===== config.mk =====
export PLATFORM = sky130hd
export DESIGN_NAME = fb_input_unit
export DESIGN_NICKNAME = d
export VERILOG_FILES = /design/src/rtl/fb_pkg.sv /design/src/rtl/fb_sync_fifo.sv /design/src/rtl/fb_input_unit.sv
export SDC_FILE = /design/constraint.sdc
export NUM_CORES = 1
export LEC_CHECK = 0
export ABC_AREA = 1
export BUFFER_PORTS_ARGS = -buffer_cell sky130_fd_sc_hd__buf_2
export CORE_AREA = 2 2 126 128
export DETAILED_ROUTE_END_ITERATION = 6
export DIE_AREA = 0 0 128 130
export GPL_TIMING_DRIVEN = 0
export HOLD_SLACK_MARGIN = 0.08
export PLACE_DENSITY = 0.7
export SETUP_SLACK_MARGIN = 0.02
export SYNTH_ARGS = -nofsm -noshare
export SYNTH_HDL_FRONTEND = slang
export SYNTH_HIERARCHICAL = 1
export SYNTH_SLANG_ARGS = --single-unit

===== constraint.sdc =====
create_clock -name clk -period 2.9 [get_ports clk]
set_input_delay 0.725 -clock clk [delete_from_list [all_inputs] [get_ports clk]]
set_output_delay 0.725 -clock clk [all_outputs]
set_load 0.1 [all_outputs]

===== src/rtl/fb_pkg.sv =====
// fb_pkg: shared definitions for the flattened-butterfly router.
// Holds flit field offsets, coordinate-width helpers, the FSM state type
// and the dimension-order output-port function used by the input unit
// and by the NoC top-level wiring checks.
package fb_pkg;

  localparam int unsigned HEAD_BIT = 0;
  localparam int unsigned TAIL_BIT = 1;
  localparam int unsigned DEST_OFS = 2;

  typedef enum logic {
    ST_IDLE   = 1'b0,
    ST_ACTIVE = 1'b1
  } fb_state_e;

  // Width of an index over n items, never less than one bit.
  function automatic int unsigned fb_clog2(input int unsigned n);
    return (n <= 1) ? 1 : $clog2(n);
  endfunction

  function automatic int unsigned fb_d0w(input int unsigned node_per_row);
    return fb_clog2(node_per_row);
  endfunction

  function automatic int unsigned fb_d1w(input int unsigned node_per_col);
    return fb_clog2(node_per_col);
  endfunction

  // Dimension-order output port: dim0 links first, then dim1 links, then local.
  // Own coordinate is skipped in each dimension, hence the -1/-2 offsets.
  function automatic int unsigned fb_port_idx(
    input int unsigned dest0,
    input int unsigned dest1,
    input int unsigned i,
    input int unsigned j,
    input int unsigned node_per_row,
    input int unsigned node_per_col
  );
    if (dest0 != i) begin
      return (dest0 < i) ? dest0 : dest0 - 1;
    end else if (dest1 != j) begin
      return (dest1 < j) ? dest1 + node_per_row - 1 : dest1 + node_per_row - 2;
    end else begin
      return node_per_row + node_per_col - 2;
    end
  endfunction

endpackage


===== src/rtl/fb_sync_fifo.sv =====
// fb_sync_fifo: synchronous flit FIFO with a registered head entry.
// Ports:
//   clk, rst        clock, synchronous active-high reset
//   i_push, i_data  write request and flit; ignored when full unless popping
//   i_pop           read request; ignored when empty
//   o_full_c        buffer full (decoded from the occupancy register)
//   o_empty_c       buffer empty (decoded from the occupancy register)
//   o_count_nxt_c   occupancy after this cycle's push/pop
//   o_head          registered head flit, zero when empty
module fb_sync_fifo #(
  parameter int unsigned DATA_W     = 16,
  parameter int unsigned FIFO_DEPTH = 8
) (
  input  logic                         clk,
  input  logic                         rst,
  input  logic                         i_push,
  input  logic [0:DATA_W-1]            i_data,
  input  logic                         i_pop,
  output logic                         o_full_c,
  output logic                         o_empty_c,
  output logic [$clog2(FIFO_DEPTH):0]  o_count_nxt_c,
  output logic [0:DATA_W-1]            o_head
);

  localparam int unsigned PTR_W = $clog2(FIFO_DEPTH);
  localparam int unsigned CNT_W = PTR_W + 1;

  logic [0:DATA_W-1] r_mem [FIFO_DEPTH];
  logic [PTR_W-1:0]  r_wr_ptr;
  logic [PTR_W-1:0]  r_rd_ptr;
  logic [CNT_W-1:0]  r_count;
  logic [0:DATA_W-1] r_head;

  logic              w_full;
  logic              w_empty;
  logic              w_push_ok;
  logic              w_pop_ok;
  logic [PTR_W-1:0]  w_wr_nxt;
  logic [PTR_W-1:0]  w_rd_nxt;
  logic [CNT_W-1:0]  w_count_nxt;
  logic [0:DATA_W-1] w_head_nxt;

  assign w_full  = (r_count == CNT_W'(FIFO_DEPTH));
  assign w_empty = (r_count == '0);

  // Next pointers, occupancy and head entry.
  always_comb begin
    w_pop_ok    = i_pop && !w_empty;
    w_push_ok   = i_push && (!w_full || w_pop_ok);
    w_wr_nxt    = r_wr_ptr + PTR_W'(w_push_ok);
    w_rd_nxt    = r_rd_ptr + PTR_W'(w_pop_ok);
    w_count_nxt = r_count + CNT_W'(w_push_ok) - CNT_W'(w_pop_ok);
    w_head_nxt  = r_mem[w_rd_nxt];
    if (w_count_nxt == '0) begin
      w_head_nxt = '0;
    end else if (w_push_ok && (w_rd_nxt == r_wr_ptr)) begin
      // The next head is the flit being written right now: bypass the array.
      w_head_nxt = i_data;
    end
  end

  // Pointers, occupancy and head register.
  always_ff @(posedge clk) begin
    if (rst) begin
      r_wr_ptr <= '0;
      r_rd_ptr <= '0;
      r_count  <= '0;
      r_head   <= '0;
    end else begin
      r_wr_ptr <= w_wr_nxt;
      r_rd_ptr <= w_rd_nxt;
      r_count  <= w_count_nxt;
      r_head   <= w_head_nxt;
    end
  end

  // Storage array; contents are don't-care until written.
  always_ff @(posedge clk) begin
    if (w_push_ok) begin
      r_mem[r_wr_ptr] <= i_data;
    end
  end

  assign o_full_c      = w_full;
  assign o_empty_c     = w_empty;
  assign o_count_nxt_c = w_count_nxt;
  assign o_head        = r_head;

endmodule


===== src/rtl/fb_input_unit.sv =====
// fb_input_unit: router input port with wormhole buffering, hysteresis
// flow control, per-packet dimension-order routing and sticky error flags.
// Ports:
//   clk, rst     clock, synchronous active-high reset
//   valid_i      upstream flit valid
//   data_i       upstream flit (bit 0 head, bit 1 tail, then dest dim0/dim1)
//   off_o        flow control to upstream, 1 = stop sending
//   req_o        one-hot output-port request to the switch allocator
//   flit_o       flit at the buffer head
//   grant_i      switch grant, pops the head flit while req_o is non-zero
//   overflow_o   sticky: flit arrived while full with no pop
//   proto_err_o  sticky: non-head flit found at the head while idle
module fb_input_unit #(
  parameter int unsigned DATA_W       = 16,
  parameter int unsigned FIFO_DEPTH   = 8,
  parameter int unsigned OFF_THRESH   = 6,
  parameter int unsigned ON_THRESH    = 3,
  parameter int unsigned NODE_PER_ROW = 4,
  parameter int unsigned NODE_PER_COL = 4,
  parameter int unsigned curr_dim0    = 0,
  parameter int unsigned curr_dim1    = 0
) (
  input  logic                                 clk,
  input  logic                                 rst,
  input  logic                                 valid_i,
  input  logic [0:DATA_W-1]                    data_i,
  output logic                                 off_o,
  output logic [0:NODE_PER_ROW+NODE_PER_COL-2] req_o,
  output logic [0:DATA_W-1]                    flit_o,
  input  logic                                 grant_i,
  output logic                                 overflow_o,
  output logic                                 proto_err_o
);

  import fb_pkg::*;

  localparam int unsigned OUTPORT = NODE_PER_ROW + NODE_PER_COL - 1;
  localparam int unsigned D0W     = fb_d0w(NODE_PER_ROW);
  localparam int unsigned D1W     = fb_d1w(NODE_PER_COL);
  localparam int unsigned ROUTE_W = fb_clog2(OUTPORT);
  localparam int unsigned CNT_W   = $clog2(FIFO_DEPTH) + 1;

  fb_state_e           r_state;
  fb_state_e           w_state_nxt;
  logic [ROUTE_W-1:0]  r_route;
  logic [ROUTE_W-1:0]  w_route_nxt;
  logic [ROUTE_W-1:0]  w_route_calc;
  logic [0:OUTPORT-1]  r_req;
  logic [0:OUTPORT-1]  w_req_nxt;
  logic                r_off;
  logic                w_off_nxt;
  logic                r_ovf;
  logic                w_ovf_nxt;
  logic                r_perr;
  logic                w_perr_nxt;
  logic                w_pop;

  logic                w_full;
  logic                w_empty;
  logic [CNT_W-1:0]    w_count_nxt;
  logic [0:DATA_W-1]   w_head;
  logic [D0W-1:0]      w_dest0;
  logic [D1W-1:0]      w_dest1;

  fb_sync_fifo #(
    .DATA_W     (DATA_W),
    .FIFO_DEPTH (FIFO_DEPTH)
  ) u_fifo (
    .clk           (clk),
    .rst           (rst),
    .i_push        (valid_i),
    .i_data        (data_i),
    .i_pop         (w_pop),
    .o_full_c      (w_full),
    .o_empty_c     (w_empty),
    .o_count_nxt_c (w_count_nxt),
    .o_head        (w_head)
  );

  // Route of the flit currently at the buffer head.
  assign w_dest0      = w_head[DEST_OFS +: D0W];
  assign w_dest1      = w_head[DEST_OFS + D0W +: D1W];
  assign w_route_calc = ROUTE_W'(fb_port_idx(32'(w_dest0), 32'(w_dest1),
                                             curr_dim0, curr_dim1,
                                             NODE_PER_ROW, NODE_PER_COL));

  // Packet FSM: latch route on a head, forward on grant until the tail leaves.
  always_comb begin
    w_state_nxt = r_state;
    w_route_nxt = r_route;
    w_pop       = 1'b0;
    w_perr_nxt  = r_perr;
    case (r_state)
      ST_IDLE: begin
        if (!w_empty) begin
          if (w_head[HEAD_BIT]) begin
            w_route_nxt = w_route_calc;
            w_state_nxt = ST_ACTIVE;
          end else begin
            w_pop      = 1'b1;
            w_perr_nxt = 1'b1;
          end
        end
      end
      ST_ACTIVE: begin
        // A non-zero request implies a non-empty buffer.
        if (grant_i && (r_req != '0)) begin
          w_pop = 1'b1;
          if (w_head[TAIL_BIT]) begin
            w_state_nxt = ST_IDLE;
            w_route_nxt = '0;
          end
        end
      end
      default: begin
        w_state_nxt = ST_IDLE;
        w_route_nxt = '0;
      end
    endcase
  end

  // Registered outputs, all derived from the post-push/pop occupancy.
  always_comb begin
    w_req_nxt = '0;
    w_off_nxt = r_off;
    w_ovf_nxt = r_ovf;
    if ((w_state_nxt == ST_ACTIVE) && (w_count_nxt != '0)) begin
      w_req_nxt[w_route_nxt] = 1'b1;
    end
    if (w_count_nxt >= CNT_W'(OFF_THRESH)) begin
      w_off_nxt = 1'b1;
    end else if (w_count_nxt <= CNT_W'(ON_THRESH)) begin
      w_off_nxt = 1'b0;
    end
    if (valid_i && w_full && !w_pop) begin
      w_ovf_nxt = 1'b1;
    end
  end

  // State and output registers.
  always_ff @(posedge clk) begin
    if (rst) begin
      r_state <= ST_IDLE;
      r_route <= '0;
      r_req   <= '0;
      r_off   <= 1'b0;
      r_ovf   <= 1'b0;
      r_perr  <= 1'b0;
    end else begin
      r_state <= w_state_nxt;
      r_route <= w_route_nxt;
      r_req   <= w_req_nxt;
      r_off   <= w_off_nxt;
      r_ovf   <= w_ovf_nxt;
      r_perr  <= w_perr_nxt;
    end
  end

  assign off_o       = r_off;
  assign req_o       = r_req;
  assign flit_o      = w_head;
  assign overflow_o  = r_ovf;
  assign proto_err_o = r_perr;

endmodule


==> metrics.yaml <==
status:
  status: "completed"
global_route:
  first_global_vias: 5378
  grt_use_met2_pct: 37.7
  grt_use_met1_pct: 27.0
  grt_max_degree: 17
  grt_overflow_total: 0
  grt_util_met3_pct: 4.18
  track_usage_pct: 22.1
  antenna_found_initial: 0
  grt_pass1_wl_um: 27200
  grt_most_used_layer: "met2"
timing:
  relSlewSlack_pct: 57.0
  tightest_slew_ns: 0.645
  whs_ns: 0.444
  tns_ns: 0
  min_period_ns: 2.74
  fin_skew_ns: 0.0160
  clock.fmax_mhz: 365
  hold_viol_final: 0
  period_share_pct: 94.4
  slew_violations: 0
  setup_viol: 0
final_layout:
  diodes: 0
  drive_gt1_share_pct: 21.0
  area_delta_synth_final_pct: 18.8
  nNetsFinal: 915
  final_common_cell: "nand2_1"
  final_cell_mix: "nand2_1 (289), inv_1 (132), edfxtp_1 (128), nand3_1 (73), buf_2 (50)"
power:
  total_power_mw: 11.3
  clkPwrFrac_pct: 18.4
  ir_drop_mv: 0.641
  p_int_mw: 6.05
  seqPwrFrac_pct: 27.2
  p_sw_share_pct: 46.2
  p_sw_mw: 5.21
  combPwrFrac_pct: 54.4
  pwr_density_cell_nw_per_um2: 1250
  p_leak_nw: 4.07
clock_network:
  clk_path_buf_depth: 2
  cts.sinks: 168
  ctsHtreeMaxLevel: 4
  cts-hold-fix-buffers: 0
  worstSkewPairLatency_ns: 0.43
  cts_made_buffers: 17
  cts_root_buf: "clkbuf_16"
  clkTransAtPathRegs_ns: 0.06
  cts_tree: "done"
setup_path:
  r2r_slack_ns: 0.16
  cp_data_arrival_time_ns: 3.04
  required_ns: 3.21
  start_kind: "flip-flop"
  r2r_end: "req_o[1]$_SDFF_PP0_"
  crit_start: "u_fifo/r_count[2]$_SDFF_PP0_"
  worstSetupEndpoint: "req_o[1]$_SDFF_PP0_"
  worstSetupPathType: "reg -> reg"
  critPathCaptureType: "flip-flop"
  path_max_fanout: 4
  rr_startpoint: "u_fifo/r_count[2]$_SDFF_PP0_"
  r2r_cells: 19
logic_synthesis:
  synth-warning-count: 6
  synth_area_per_cell_um2: 9.39
  syn_nets: 835
  syn_inst: 805
  seq_area_frac_synth_pct: 61.4
  synth_seq_cells: 168
  syn_area_um2: 7560
  synth_cell_types: 33
detailed_routing:
  wl_um: 17300
  first_iter_violations: 477
  post_drt_wl_per_cell_um: 15.9
  drtPass1Iterations: 5
  routed-via-count: 5475
  route.detailed.drc: 0
  vias_per_cell: 5.02
  ant_nets: 0
floorplanning:
  dieHeight_um: 130
  start_util_pct: 49.0
  ios: 46
  dieArea_um2: 16600
  die_x_um: 128
  rows: 46
  core_um2: 15400
min_path:
  holdCritPathClass: "reg -> reg"
  min_path_cells: 2
job:
  maxCapViolCount: 0
place:
  dp_hpwl_um: 11400
  io_buffer_count: 45
  gp_congestion: 0.849
==> what timing repair did <==
action,in CTS,in global routing
cloned,0,1
setup buffers,4,3
endpoints found under the setup margin,23,32
pin swaps,4,6
resized for setup,18,22
==> sequential cells by signal (all words and copies together), names as in the netlist <==
name,count
u_fifo/r_wr_ptr,3
u_fifo/r_mem,128
u_fifo/r_rd_ptr,3
off_o,1
r_route,3
u_fifo/r_count,4
proto_err_o,1
r_state,1
u_fifo/o_head,16
req_o,7
overflow_o,1
==> worst min-delay path by stage <==
| stage | from | end | slack, ns |
|---|---|---|---|
| global route | overflow_o$_SDFFE_PP0P_ | overflow_o$_SDFFE_PP0P_ | 0.46 |
| global placement | proto_err_o$_SDFFE_PP0P_ | proto_err_o$_SDFFE_PP0P_ | 0.44 |
| finish | proto_err_o$_SDFFE_PP0P_ | proto_err_o$_SDFFE_PP0P_ | 0.44 |
| CTS | proto_err_o$_SDFFE_PP0P_ | proto_err_o$_SDFFE_PP0P_ | 0.45 |
| floorplan | r_route[0]$_SDFF_PP0_ | r_route[0]$_SDFF_PP0_ | 0.47 |
| detailed placement | proto_err_o$_SDFFE_PP0P_ | proto_err_o$_SDFFE_PP0P_ | 0.44 |
==> area by class of cell <==
class | instances | area [um2]
buffer | 29 | 239
clock buffer | 19 | 433
clock inverter | 13 | 106
fill | 1313 | 6450
inverter | 139 | 528
multi-input combinational | 469 | 2310
sequential | 168 | 4670
tap | 192 | 240
timing repair buffer | 61 | 448
==> layer usage <==
| layer | vias to the layer above | routed length (um) |
|---|---|---|
| met5 | - | 0 |
| met4 | 0 | 431 |
| met3 | 33 | 1310 |
| met2 | 227 | 8530 |
| met1 | 2525 | 7000 |
| li1 | 2690 | - |
==> critical path: stages, from the launching register on <==
cell and delay (ns):
dfxtp_1 0.29, inv_1 0.09, ha_2 0.18, nand2_2 0.07, inv_1 0.07, inv_2 0.05
nand3_4 0.09, nand2_4 0.06, nand2_4 0.09, a21oi_4 0.06, buf_8 0.12, nand2_1 0.06
nand2_2 0.07, ha_4 0.17, fa_2 0.39, xor2_4 0.19, nor4_4 0.32, nor2_4 0.07
nand2_1 0.12, nor2_1 0.06
==> logic make-up after synthesis <==
group	share of synthesized area, %
flip-flops	61.4
AO/OA/AOI/OAI	2.78
AND/OR/NAND/NOR	23.9
XOR/XNOR	0.563
buffers and inverters	9.53
adder cells (fa/ha/maj)	1.75
==> synthesized netlist by cell type <==
master    count  area, um2
xor2_1        1       8.76
buf_6         4       45.0
inv_2         4       15.0
inv_1       135        507
nand2_2       8       50.1
a21oi_1      12       60.1
nand3_4       1       17.5
o211ai_1      3       22.5
a21oi_4       1       16.3
nand3_2       5       50.1
nor2_8        1       20.0
buf_8         1       15.0
nand4_1       1       6.26
a21oi_2      11       96.3
nor3_2        1       10.0
nand2_1     293       1100
buf_4        10       75.1
clkbuf_1      5       18.8
buf_2         9       45.0
nor2_2        2       12.5
nor2_4        1       11.3
dfxtp_1      40        801
nand2_4       2       22.5
nor4_1        1       6.26
o21ai_1       1       5.00
o21ai_0       2       10.0
fa_1          1       20.0
xnor2_2       1       16.3
ha_1          9        113
nand3_1      75        375
edfxtp_1    128       3840
xnor2_1       2       17.5
nor2_1       34        128
==> power by group through the flow <==
stage | Clock, mW | Combinational (mW) | Sequential, mW
after floorplan | 0 | 3.36 | 3.95
final | 2.07 | 6.13 | 3.07
after detailed placement | 0 | 5.57 | 3.11
after global placement | 0 | 5.45 | 3.11
after CTS | 2.10 | 5.84 | 3.06
after global routing | 2.20 | 6.69 | 3.09
==> metrics by stage <==
step	setup WS (ns)	cell area (um2)	cells	utilization, %
after floorplan	0.0303	7590	805	-
after CTS	0.0178	8870	1086	57.5
final	0.163	8980	1090	58.2
after detailed placement	-0.479	8210	1050	53.2
after global placement	-0.772	8060	1042	52.2
after global routing	-0.0141	8980	1090	58.2
No activity file was read; power rests on OpenSTA's default activity.
